### src/rtl/rgb_mon_pkg.sv
// Shared types and constants for the RGB LCD timing monitor.
// FSM states, CRC-16-CCITT constants and RGB565 word packing.
package rgb_mon_pkg;

    typedef enum logic [1:0] {
        SEEK,
        MEASURE,
        TRACK
    } mon_state_t;

    localparam logic [15:0] CRC_POLY = 16'h1021;
    localparam logic [15:0] CRC_INIT = 16'hFFFF;

    function automatic logic [15:0] pack565(
        input logic [4:0] r,
        input logic [5:0] g,
        input logic [4:0] b
    );
        return {r, g, b};
    endfunction

endpackage

### src/rtl/rgb_crc16_step.sv
// One-word CRC-16-CCITT update, MSB-first, purely combinational.
// Used by rgb_timing_monitor only when RGB_MONITOR_CRC_EN is defined.
module rgb_crc16_step
    import rgb_mon_pkg::*;
(
    input  logic [15:0] crc,
    input  logic [15:0] data,
    output logic [15:0] crc_next
);

    always_comb begin
        crc_next = crc;
        for (int i = 15; i >= 0; i--) begin
            if (crc_next[15] ^ data[i]) begin
                crc_next = {crc_next[14:0], 1'b0} ^ CRC_POLY;
            end else begin
                crc_next = {crc_next[14:0], 1'b0};
            end
        end
    end

endmodule

### src/rtl/rgb_timing_monitor.sv
// Receive-side LCD timing and per-frame pixel checksum monitor.
// Define RGB_MONITOR_CRC_EN to make FRAME_SUM a CRC-16-CCITT instead of a sum.
module rgb_timing_monitor
    import rgb_mon_pkg::*;
#(
    parameter int CW       = 12,
    parameter bit SYNC_POL = 1'b0,
    parameter bit DE_POL   = 1'b1
) (
    input  logic          CLK,
    input  logic          RST,
    input  logic          LCD_DE,
    input  logic          LCD_HSYNC,
    input  logic          LCD_VSYNC,
    input  logic [4:0]    LCD_R,
    input  logic [5:0]    LCD_G,
    input  logic [4:0]    LCD_B,
    output logic [CW-1:0] H_ACTIVE,
    output logic [CW-1:0] H_TOTAL,
    output logic [CW-1:0] V_ACTIVE,
    output logic [CW-1:0] V_TOTAL,
    output logic [15:0]   FRAME_SUM,
    output logic          FRAME_VALID,
    output logic          LOCKED,
    output logic          ERR_WIDTH
);

    localparam logic [CW-1:0] ONE = {{(CW-1){1'b0}}, 1'b1};

    function automatic logic [CW-1:0] sat_inc(input logic [CW-1:0] v);
        return (&v) ? v : v + ONE;
    endfunction

    logic        de_r, hs_r, vs_r;
    logic        de_q, hs_q, vs_q;
    logic [15:0] pix_r, pix_d;
    logic        de_d, de_fall, hs_rise, vs_rise;
    logic        de_a, hs_a, vs_a, de_qa, hs_qa, vs_qa;

    assign de_a  = (de_r == DE_POL);
    assign hs_a  = (hs_r == SYNC_POL);
    assign vs_a  = (vs_r == SYNC_POL);
    assign de_qa = (de_q == DE_POL);
    assign hs_qa = (hs_q == SYNC_POL);
    assign vs_qa = (vs_q == SYNC_POL);

    // Pins -> raw register -> previous copy; edge flags registered once more.
    always_ff @(posedge CLK) begin
        if (RST) begin
            de_r    <= ~DE_POL;
            hs_r    <= ~SYNC_POL;
            vs_r    <= ~SYNC_POL;
            de_q    <= ~DE_POL;
            hs_q    <= ~SYNC_POL;
            vs_q    <= ~SYNC_POL;
            pix_r   <= '0;
            pix_d   <= '0;
            de_d    <= 1'b0;
            de_fall <= 1'b0;
            hs_rise <= 1'b0;
            vs_rise <= 1'b0;
        end else begin
            de_r    <= LCD_DE;
            hs_r    <= LCD_HSYNC;
            vs_r    <= LCD_VSYNC;
            de_q    <= de_r;
            hs_q    <= hs_r;
            vs_q    <= vs_r;
            pix_r   <= pack565(LCD_R, LCD_G, LCD_B);
            pix_d   <= pix_r;
            de_d    <= de_a;
            de_fall <= de_qa & ~de_a;
            hs_rise <= hs_a & ~hs_qa;
            vs_rise <= vs_a & ~vs_qa;
        end
    end

    mon_state_t  state;
    logic [CW-1:0] hcnt, htot, vtot, vact, hact, decnt, ref_w;
    logic          ref_v, err;
    logic [15:0]   acc, acc_step;

    logic [CW-1:0] hcnt_n, htot_n, vtot_n, vact_n, hact_n, decnt_n, ref_w_n;
    logic [CW-1:0] cap_w;
    logic          cap_en, ref_v_n, err_n, match;
    logic [15:0]   acc_n;

`ifdef RGB_MONITOR_CRC_EN
    localparam logic [15:0] ACC_INIT = CRC_INIT;
    logic [15:0] crc_nx;

    rgb_crc16_step u_crc (
        .crc      (acc),
        .data     (pix_d),
        .crc_next (crc_nx)
    );

    assign acc_step = crc_nx;
`else
    localparam logic [15:0] ACC_INIT = 16'h0000;

    assign acc_step = acc + pix_d;
`endif

    // Frame totals including this cycle, so a VSYNC edge publishes them directly.
    always_comb begin
        hcnt_n  = hs_rise ? ONE : sat_inc(hcnt);
        htot_n  = hs_rise ? hcnt : htot;
        vtot_n  = hs_rise ? sat_inc(vtot) : vtot;
        decnt_n = de_d ? sat_inc(decnt) : '0;
        cap_en  = (de_fall && (decnt != '0)) || (vs_rise && de_d);
        cap_w   = de_d ? decnt_n : decnt;
        vact_n  = cap_en ? sat_inc(vact) : vact;
        hact_n  = cap_en ? cap_w : hact;
        ref_v_n = ref_v | cap_en;
        ref_w_n = (cap_en && !ref_v) ? cap_w : ref_w;
        err_n   = err | (cap_en && ref_v && (cap_w != ref_w));
        acc_n   = de_d ? acc_step : acc;
        match   = (hact_n == H_ACTIVE) && (htot_n == H_TOTAL) &&
                  (vact_n == V_ACTIVE) && (vtot_n == V_TOTAL) &&
                  !err_n && !ERR_WIDTH;
    end

    always_ff @(posedge CLK) begin
        if (RST) begin
            state       <= SEEK;
            hcnt        <= '0;
            htot        <= '0;
            vtot        <= '0;
            vact        <= '0;
            hact        <= '0;
            decnt       <= '0;
            ref_w       <= '0;
            ref_v       <= 1'b0;
            err         <= 1'b0;
            acc         <= ACC_INIT;
            H_ACTIVE    <= '0;
            H_TOTAL     <= '0;
            V_ACTIVE    <= '0;
            V_TOTAL     <= '0;
            FRAME_SUM   <= '0;
            FRAME_VALID <= 1'b0;
            LOCKED      <= 1'b0;
            ERR_WIDTH   <= 1'b0;
        end else begin
            FRAME_VALID <= 1'b0;
            hcnt        <= hcnt_n;

            unique case (state)
                SEEK:    if (vs_rise) state <= MEASURE;
                MEASURE: if (vs_rise) state <= TRACK;
                default: state <= TRACK;
            endcase

            if (vs_rise) begin
                htot  <= '0;
                vtot  <= '0;
                vact  <= '0;
                hact  <= '0;
                decnt <= '0;
                ref_w <= '0;
                ref_v <= 1'b0;
                err   <= 1'b0;
                acc   <= ACC_INIT;
            end else if (state != SEEK) begin
                htot  <= htot_n;
                vtot  <= vtot_n;
                vact  <= vact_n;
                hact  <= hact_n;
                decnt <= decnt_n;
                ref_w <= ref_w_n;
                ref_v <= ref_v_n;
                err   <= err_n;
                acc   <= acc_n;
            end

            if (vs_rise && (state != SEEK)) begin
                H_ACTIVE    <= hact_n;
                H_TOTAL     <= htot_n;
                V_ACTIVE    <= vact_n;
                V_TOTAL     <= vtot_n;
                FRAME_SUM   <= acc_n;
                ERR_WIDTH   <= err_n;
                LOCKED      <= match;
                FRAME_VALID <= 1'b1;
            end
        end
    end

endmodule

### config.mk
export PLATFORM = sky130hd
export DESIGN_NAME = rgb_timing_monitor
export DESIGN_NICKNAME = d
export VERILOG_FILES = /design/src/rtl/rgb_mon_pkg.sv /design/src/rtl/rgb_crc16_step.sv /design/src/rtl/rgb_timing_monitor.sv
export SDC_FILE = /design/constraint.sdc
export NUM_CORES = 1
export LEC_CHECK = 0
export CORE_MARGIN = 2
export CORE_UTILIZATION = 45
export CTS_BUF_LIST = sky130_fd_sc_hd__clkbuf_4 sky130_fd_sc_hd__clkbuf_8
export CTS_CLUSTER_SIZE = 14
export DETAILED_ROUTE_END_ITERATION = 10
export PLACE_DENSITY = 0.67
export SLEW_MARGIN = 20
export SYNTH_ARGS = -nofsm -noshare
export SYNTH_HDL_FRONTEND = slang
export SYNTH_SLANG_ARGS = --single-unit
### constraint.sdc
create_clock -name CLK -period 2.7 [get_ports CLK]
set_clock_uncertainty 0.15 [all_clocks]
set_input_delay 0.27 -clock CLK [delete_from_list [all_inputs] [get_ports CLK]]
set_output_delay 0.27 -clock CLK [all_outputs]
set_load 0.01 [all_outputs]
==> results of run 1 <==
## metal layers
layer | global-route usage | wire length (um) | up-vias
met5 | 0 | 0 | -
met4 | 0.0740 | 678 | 0
met3 | 0.0374 | 1500 | 52
met2 | 0.415 | 14500 | 241
met1 | 0.322 | 13600 | 4677
li1 | - | - | 4957
## final cells by class
type | count | area share
Tap cell | 319 | 0.0280
Timing Repair Buffer | 270 | 0.164
Clock buffer | 53 | 0.0490
Sequential cell | 212 | 0.300
Multi-Input combinational cell | 963 | 0.445
Clock inverter | 9 | 0.00598
Inverter | 27 | 0.00747
## sequential cells by signal (all words and copies together), names as in the netlist, 2 cells and up
register and cells:
FRAME_SUM 16, H_ACTIVE 12, H_TOTAL 12, V_ACTIVE 12, V_TOTAL 12, acc 16
decnt 12, hact 12, hcnt 12, htot 12, pix_d 16, pix_r 16
ref_w 12, state 2, vact 12, vtot 12
## Yosys cell counts, types with 11 or more instances
| cell type | count | area share |
|---|---|---|
| a21oi_1 | 97 | 0.046 |
| nor2_1 | 181 | 0.064 |
| nor3_1 | 22 | 0.010 |
| o21ai_0 | 32 | 0.015 |
| xnor2_1 | 59 | 0.049 |
| nand3_1 | 45 | 0.021 |
| xor2_1 | 43 | 0.036 |
| nor2b_1 | 41 | 0.024 |
| buf_2 | 11 | 0.0052 |
| nand4_1 | 19 | 0.011 |
| nor4_1 | 15 | 0.0089 |
| ha_1 | 20 | 0.024 |
| mux2i_1 | 38 | 0.036 |
| inv_1 | 27 | 0.0096 |
| dfxtp_1 | 212 | 0.40 |
| nand2_1 | 137 | 0.049 |
| clkbuf_1 | 64 | 0.023 |
| a211oi_1 | 66 | 0.047 |
## critical path, cell delays in order, from the launching register on
cell	delay, ns
dfxtp_2	0.32
buf_6	0.12
inv_4	0.05
ha_4	0.10
or4b_4	0.46
o31ai_4	0.26
buf_6	0.16
nand2_8	0.08
mux2i_4	0.20
xor2_1	0.17
nand4_1	0.16
nor4_2	0.25
nand4b_1	0.14
o21ai_1	0.12
## repair_timing
item	4_1_cts	5_1_grt
buffers inserted	15	7
endpoints found under the setup margin	24	21
cloned	1	1
hold endpoints to repair	6	0
hold buffers	1	0
pin swaps	24	28
resized for setup	53	54
## metrics by stage
stage	instance area, sq um	hold WS, ns	power [uW]
after global placement	12800	0.247	3700
after floorplan	10600	0.201	3540
after detailed placement	12800	0.251	3710
final	14200	0.147	6770
after CTS	13900	0.116	6820
after global routing	14200	0.131	7020
## path summary, 6_finish.rpt
path,startpoint,to,cells past startpoint
min,LCD_R[0],pix_r[11],2
max,decnt[0],LOCKED,13
max reg2reg,decnt[0],LOCKED,13
min reg2reg,hs_q,hs_rise,2
## power breakdown
| group | switching (uW) | total (uW) | internal [uW] |
|---|---|---|---|
| combinational | 246 | 446 | 199 |
| clock | 1340 | 3100 | 1770 |
| sequential | 41.3 | 3220 | 3180 |
## cell families (layout without fill, tap and decap cells)
family | after synthesis | in the layout | synth area share
compound gates | 266 | 267 | 0.163
simple gates | 527 | 527 | 0.235
flops | 212 | 212 | 0.401
xor+xnor | 104 | 104 | 0.0874
fa+ha+maj | 21 | 21 | 0.0255
buf+inv | 117 | 359 | 0.0453
mux | 44 | 44 | 0.0433
==> impl_metrics.env, run 1 <==
export IMPL_outcome="complete, but fails checks"
export IMPL_violations="setup timing"
export IMPL_crit_path_end_kind="flop"
export IMPL_r2r_slack_ns=-0.08
export IMPL_fin_crit_ns=2.78
export IMPL_portBuffers=87
export IMPL_grt_pass1_wl_mm=48.6
export IMPL_instances_no_fill=1853
export IMPL_start_util=0.455
export IMPL_synth_fp_nets=1333
export IMPL_design_core_area_sq_um=23300
export IMPL_worst_skew_pair_late_latency_ns=0.55
export IMPL_min_path_type="in -> reg"
export IMPL_fin_ws_ns=-0.0807
export IMPL_die_x_um=157
export IMPL_multi_input_area_sq_um=6340
export IMPL_dp_slack_ns=-0.316
export IMPL_die_h_um=157
export IMPL_ys_seq_elements=212
export IMPL_final_common_cell="dfxtp_1"
export IMPL_netlist_area_sq_um=10600
export IMPL_wl_mm=30.3
export IMPL_synth_cell_type_count=70
export IMPL_grt_overflow_total=0
export IMPL_cts_root_buf="clkbuf_8"
export IMPL_ys_seq_area_frac=0.401
export IMPL_setup_violations=2
export IMPL_maxCapViolations=0
export IMPL_cts_htree_levels=2
export IMPL_cp_max_fo=7
export IMPL_io_pins=88
export IMPL_regArea_sq_um=4270
export IMPL_dpl_hpwl_mm=21.5
export IMPL_p_leak_uw=0.00511
export IMPL_numCtsBuffers=37
export IMPL_clkSinkCount=212
export IMPL_synth_warnings=0
export IMPL_maxSlewViolCount=0
export IMPL_rows=56
export IMPL_fmax_mhz=360
export IMPL_gp_congestion=0.937
export IMPL_first_global_vias=9454
export IMPL_post_route_drc_count=0
export IMPL_die_area_sq_um=24800
export IMPL_hold_viol=0
export IMPL_clk_path_buf_depth=3
export IMPL_synth_edf_count=0
export IMPL_synthArstFlopShare=0
export IMPL_dr_pass1_iters=5
export IMPL_drtAntennaViolNets=0
export IMPL_fillerInstances=2123
export IMPL_setup_tns_ns=-0.113
export IMPL_final_cell_mix="dfxtp_1 (201), nor2_1 (174), buf_4 (171)"
export IMPL_cts_tree="yes"
export IMPL_final_core_util=0.612
export IMPL_critical_path_class="reg -> reg"
export IMPL_critPathLaunchType="flop"
export IMPL_clkTransAtPathRegs_ns=0.07
export IMPL_grt_max_degree=54
export IMPL_avgSynthCellArea_sq_um=8.21
export IMPL_diodes=0
export IMPL_drt_initial_drc_count=658
export IMPL_tightest_slew_ns=0.646
export IMPL_slew_headroom=0.569
export IMPL_period_share=1.03
export IMPL_post_drt_wl_per_cell_um=16.4
export IMPL_required_ns=3.03
export IMPL_final_nets=1553
export IMPL_dp_cells=1766
export IMPL_via_per_inst=5.36
export IMPL_rsz0062_at_grt="true"
export IMPL_antenna_found_initial=0
export IMPL_synthCells=1291
export IMPL_syn2layout_area_growth_pct=34.4
export IMPL_vdd_drop_max_mv=0.390
export IMPL_grtUsageTotal=0.245
export IMPL_synthFlopType="dfxtp_1"
export IMPL_drive_above_1_share=0.226
export IMPL_powerDensity_nw_per_um2=476
export IMPL_vias=9927
export IMPL_arrival_ns=3.12
No activity file was read; power rests on OpenSTA's default activity.
==> run 2, diff against run 1 <==
--- a/config.mk
+++ b/config.mk
@@ -5,6 +5,7 @@
 export SDC_FILE = /design/constraint.sdc
 export NUM_CORES = 1
 export LEC_CHECK = 0
+export CORE_ASPECT_RATIO = 1.2
 export CORE_MARGIN = 2
 export CORE_UTILIZATION = 45
 export CTS_BUF_LIST = sky130_fd_sc_hd__clkbuf_4 sky130_fd_sc_hd__clkbuf_8
==> impl_metrics.env, run 2 (synthesis results as in run 1) <==
export IMPL_clkTransAtPathRegs_ns=0.06
export IMPL_critical_path_class="reg -> reg"
export IMPL_crit_family="compound AO/OA/AOI/OAI gates"
export IMPL_powerDensity_nw_per_um2=475
export IMPL_post_drt_wl_per_cell_um=16.7
export IMPL_instances_no_fill=1839
export IMPL_reg2reg_from="decnt[0]"
export IMPL_syn2layout_area_growth_pct=32.6
export IMPL_die_area_sq_um=24800
export IMPL_drt_initial_drc_count=429
export IMPL_rsz0062_at_grt="true"
export IMPL_grt_max_degree=55
export IMPL_hold_viol=0
export IMPL_fin_crit_ns=2.87
export IMPL_design_core_area_sq_um=23100
export IMPL_cp_max_fo=6
export IMPL_post_route_drc_count=0
export IMPL_grtUsageTotal=0.246
export IMPL_wl_mm=30.8
export IMPL_min_path_type="in -> reg"
export IMPL_drtAntennaViolNets=0
export IMPL_final_core_util=0.607
export IMPL_fin_ws_ns=-0.172
export IMPL_portBuffers=87
export IMPL_cts_tree="yes"
export IMPL_numCtsBuffers=36
export IMPL_violations="setup timing"
export IMPL_arrival_ns=3.19
export IMPL_first_global_vias=9425
export IMPL_cp_slowest_cell="or4b_4"
export IMPL_io_pins=88
export IMPL_crit_buf_inv=3
export IMPL_vdd_drop_max_mv=0.430
export IMPL_required_ns=3.02
export IMPL_timing_rr_end="LOCKED"
export IMPL_setup_tns_ns=-0.172
export IMPL_slew_headroom=0.540
export IMPL_cp_depth=13
export IMPL_cts_root_buf="clkbuf_8"
export IMPL_tightest_slew_ns=0.690
export IMPL_die_x_um=144
export IMPL_vias=9911
export IMPL_period_share=1.06
export IMPL_crit_path_end_kind="flop"
export IMPL_final_cell_mix="dfxtp_1 (197), nor2_1 (174), buf_4 (166)"
export IMPL_r2r_slack_ns=-0.17
export IMPL_design_area_sq_um=14000
export IMPL_grt_pass1_wl_mm=48.1
export IMPL_final_common_cell="dfxtp_1"
export IMPL_p_leak_uw=0.00501
export IMPL_outcome="complete, but fails checks"
export IMPL_path_cells="inv_4 -> ha_4 -> or4b_4 -> o31ai_4 -> buf_6 -> a21bo_4 -> buf_6 -> o21ai_0 -> o21ai_0 -> o2111ai_1 -> nor4_1 -> nand4b_1 -> o21ai_1"
export IMPL_gp_congestion=0.915
export IMPL_dpl_hpwl_mm=22.5
export IMPL_cts_htree_levels=2
export IMPL_maxSlewViolCount=0
export IMPL_clk_path_buf_depth=3
export IMPL_via_per_inst=5.39
export IMPL_start_util=0.458
export IMPL_fmax_mhz=348
export IMPL_worst_skew_pair_late_latency_ns=0.54
export IMPL_drive_above_1_share=0.220
export IMPL_whs_ns=0.131
export IMPL_slowest_delay_ns=0.46
export IMPL_setup_violations=1
export IMPL_worstSetupStartpoint="decnt[0]"
export IMPL_grt_overflow_total=0
export IMPL_clkSinkCount=212
export IMPL_die_h_um=172
export IMPL_ff2ff_path_depth=13
export IMPL_critPathLaunchType="flop"
export IMPL_maxCapViolations=0
export IMPL_endpoint="LOCKED"
export IMPL_diodes=0
export IMPL_placed_area_sq_um=12800
export IMPL_dr_pass1_iters=4
export IMPL_antenna_found_initial=0
export IMPL_dp_cells=1761
export IMPL_rows=61
export IMPL_final_nets=1545
==> run 2: changes by cell type in the layout (fill, tap and decap cells not counted), sizes merged <==
cell and change:
a21bo -1, buf -5, bufinv +1, clkbuf -6, clkinv -4, clkinvlp +4
inv +1
==> run 2: final cells by class <==
class                      count  area [sq um]
fill                        2060          9080
multi-input combinational    962          6260
sequential                   212          4280
timing repair buffer         264          2280
clock buffer                  48           617
tap                          315           394
clock inverter                11           125
inverter                      27           104
==> run 2: what timing repair did <==
action / CTS / global route
endpoints found under the hold margin: 11 / 0
buffers inserted: 0 / 19
hold buffers: 1 / 0
cloned: 0 / 0
setup endpoints to repair: 17 / 25
resized for setup: 11 / 88
pin swaps: 2 / 43
==> run 2: stage by stage <==
step | worst slack [ns] | total power (uW)
after floorplan | 0.00655 | 3540
after global placement | -0.217 | 3700
after CTS | -0.0798 | 6720
after detailed placement | -0.244 | 3700
final | -0.172 | 6670
after global routing | -0.308 | 6930
==> run 2: how the worst min path moves through the flow <==
stage | startpoint | slack [ns] | cells after the start | endpoint
6_report | LCD_G[1] | 0.13 | 2 | pix_r[6]
4_1_cts | LCD_G[1] | 0.11 | 2 | pix_r[6]
3_5_place_dp | vs_q | 0.26 | 2 | vs_rise
2_1_floorplan | RST | 0.20 | 1 | FRAME_VALID
5_1_grt | LCD_B[1] | 0.13 | 2 | pix_r[1]
3_3_place_gp | vs_q | 0.25 | 2 | vs_rise
==> run 2: report_power, final <==
part | total (uW) | switching (uW) | internal (uW)
Clock | 3010 | 1320 | 1690
Sequential | 3220 | 37.7 | 3180
Combinational | 441 | 245 | 196
==> run 2: worst register-to-register path, stage by stage, from the launching register on <==
cell	delay, ns
dfxtp_4	0.37
inv_4	0.07
ha_4	0.11
or4b_4	0.46
o31ai_4	0.31
buf_6	0.16
a21bo_4	0.17
buf_6	0.13
o21ai_0	0.07
o21ai_0	0.14
o2111ai_1	0.13
nor4_1	0.26
nand4b_1	0.15
o21ai_1	0.14
==> run 2: metal layers <==
metal	wire length, um	GRT usage	vias up
li1	-	-	4908
met5	0	0	-
met3	1240	0.0402	96
met1	12400	0.277	4654
met2	15600	0.446	253
met4	1540	0.125	0
==> run 3, diff against run 2 <==
--- a/config.mk
+++ b/config.mk
@@ -12,6 +12,7 @@
 export CTS_CLUSTER_SIZE = 14
 export DETAILED_ROUTE_END_ITERATION = 10
 export PLACE_DENSITY = 0.67
+export REMOVE_ABC_BUFFERS = 1
 export SLEW_MARGIN = 20
 export SYNTH_ARGS = -nofsm -noshare
 export SYNTH_HDL_FRONTEND = slang
==> impl_metrics.env, run 3 (synthesis results as in run 1) <==
export IMPL_gp_congestion=0.938
export IMPL_io_pins=88
export IMPL_arrival_ns=3.25
export IMPL_period_share=1.08
export IMPL_via_per_inst=5.30
export IMPL_final_nets=1538
export IMPL_hold_viol=0
export IMPL_post_drt_wl_per_cell_um=16.1
export IMPL_clkTransAtPathRegs_ns=0.06
export IMPL_die_area_sq_um=24800
export IMPL_clk_path_buf_depth=3
export IMPL_cts_tree="yes"
export IMPL_portBuffers=87
export IMPL_grt_pass1_wl_mm=47.3
export IMPL_required_ns=3.02
export IMPL_fmax_mhz=342
export IMPL_multi_input_area_sq_um=6090
export IMPL_dr_pass1_iters=6
export IMPL_fin_crit_ns=2.93
export IMPL_rows=61
export IMPL_grtUsageTotal=0.239
export IMPL_cp_max_fo=5
export IMPL_cts_root_buf="clkbuf_8"
export IMPL_antenna_found_initial=0
export IMPL_outcome="complete, but fails checks"
export IMPL_worst_skew_pair_late_latency_ns=0.54
export IMPL_vias=9707
export IMPL_clkSinkCount=212
export IMPL_placed_area_sq_um=12800
export IMPL_maxCapViolations=0
export IMPL_powerDensity_nw_per_um2=474
export IMPL_syn2layout_area_growth_pct=30.3
export IMPL_drtAntennaViolNets=0
export IMPL_wl_mm=29.6
export IMPL_slew_headroom=0.472
export IMPL_grt_max_degree=79
export IMPL_grt_overflow_total=0
export IMPL_first_global_vias=9352
export IMPL_design_core_area_sq_um=23100
export IMPL_final_cell_mix="dfxtp_1 (207), nor2_1 (179), buf_4 (155)"
export IMPL_setup_tns_ns=-0.252
export IMPL_vdd_drop_max_mv=0.330
export IMPL_setup_violations=2
export IMPL_die_h_um=172
export IMPL_design_area_sq_um=13800
export IMPL_numCtsBuffers=36
export IMPL_drt_initial_drc_count=465
export IMPL_rsz0062_at_grt="true"
export IMPL_p_leak_uw=0.00499
export IMPL_dp_slack_ns=-0.334
export IMPL_min_path_type="in -> reg"
export IMPL_regArea_sq_um=4250
export IMPL_final_core_util=0.597
export IMPL_cts_htree_levels=2
export IMPL_crit_path_end_kind="flop"
export IMPL_fin_ws_ns=-0.227
export IMPL_die_x_um=144
export IMPL_final_common_cell="dfxtp_1"
export IMPL_fillerInstances=2071
export IMPL_dpl_hpwl_mm=21.1
export IMPL_start_util=0.458
export IMPL_critical_path_class="reg -> reg"
export IMPL_violations="setup timing"
export IMPL_maxSlewViolCount=0
export IMPL_drive_above_1_share=0.194
export IMPL_diodes=0
export IMPL_total_power_uw=6540
export IMPL_tightest_slew_ns=0.792
export IMPL_critPathLaunchType="flop"
export IMPL_post_route_drc_count=0
run 3: cell type report:
type / count / area share
clock buffers: 56 / 0.0495
clock inverters: 2 / 0.00181
inverters: 27 / 0.00770
multi-input cells: 963 / 0.441
flip-flops and latches: 212 / 0.308
well taps: 315 / 0.0285
repair buffers: 256 / 0.164
run 3: per-stage QoR:
step                instances  hold WS [ns]
finish                   1831         0.132
global route             1831         0.129
CTS                      1824         0.103
detailed placement       1761         0.255
global placement         1761         0.247
floorplan                1201         0.189
run 3: critical path, stage by stage, from the launching register on:
cell and delay, ns:
dfxtp_2 0.33, buf_6 0.12, inv_4 0.05, ha_4 0.11
or4b_4 0.47, o31ai_4 0.31, buf_4 0.18, a21bo_4 0.15
nor2_1 0.06, xnor2_1 0.23, xor2_1 0.23, o2111ai_1 0.14
nand4b_1 0.20, o21ai_1 0.13
run 3: worst paths after layout:
| check | startpoint | to | slack (ns) | cells past startpoint |
|---|---|---|---|---|
| setup / recovery | decnt[0] | LOCKED | -0.23 | 13 |
| hold / removal | LCD_G[0] | pix_r[5] | 0.13 | 2 |
| setup reg to reg | decnt[0] | LOCKED | -0.23 | 13 |
| hold reg to reg | vs_q | vs_rise | 0.26 | 2 |
run 3: routing by layer:
metal / GRT usage / up-vias / wire, um
met1: 0.296 / 4519 / 12800
met3: 0.0390 / 67 / 1330
met5: 0 / - / 0
met2: 0.414 / 208 / 14400
met4: 0.0972 / 0 / 1070
li1: - / 4913 / -
run 3: where the power goes:
part / internal [uW] / switching, uW / leakage, uW
Clock: 1600 / 1280 / 0.000378
Combinational: 195 / 243 / 0.00289
Sequential: 3190 / 36.1 / 0.00172
Total: 4980 / 1560 / 0.00499
run 3: repair_timing:
action | 4_1_cts | 5_1_grt
buffers inserted | 4 | 6
hold buffers | 1 | 0
setup endpoints to repair | 27 | 31
endpoints found under the hold margin | 1 | 0
gates resized for setup | 33 | 23
gates cloned | 0 | 1
pin swaps | 19 | 26
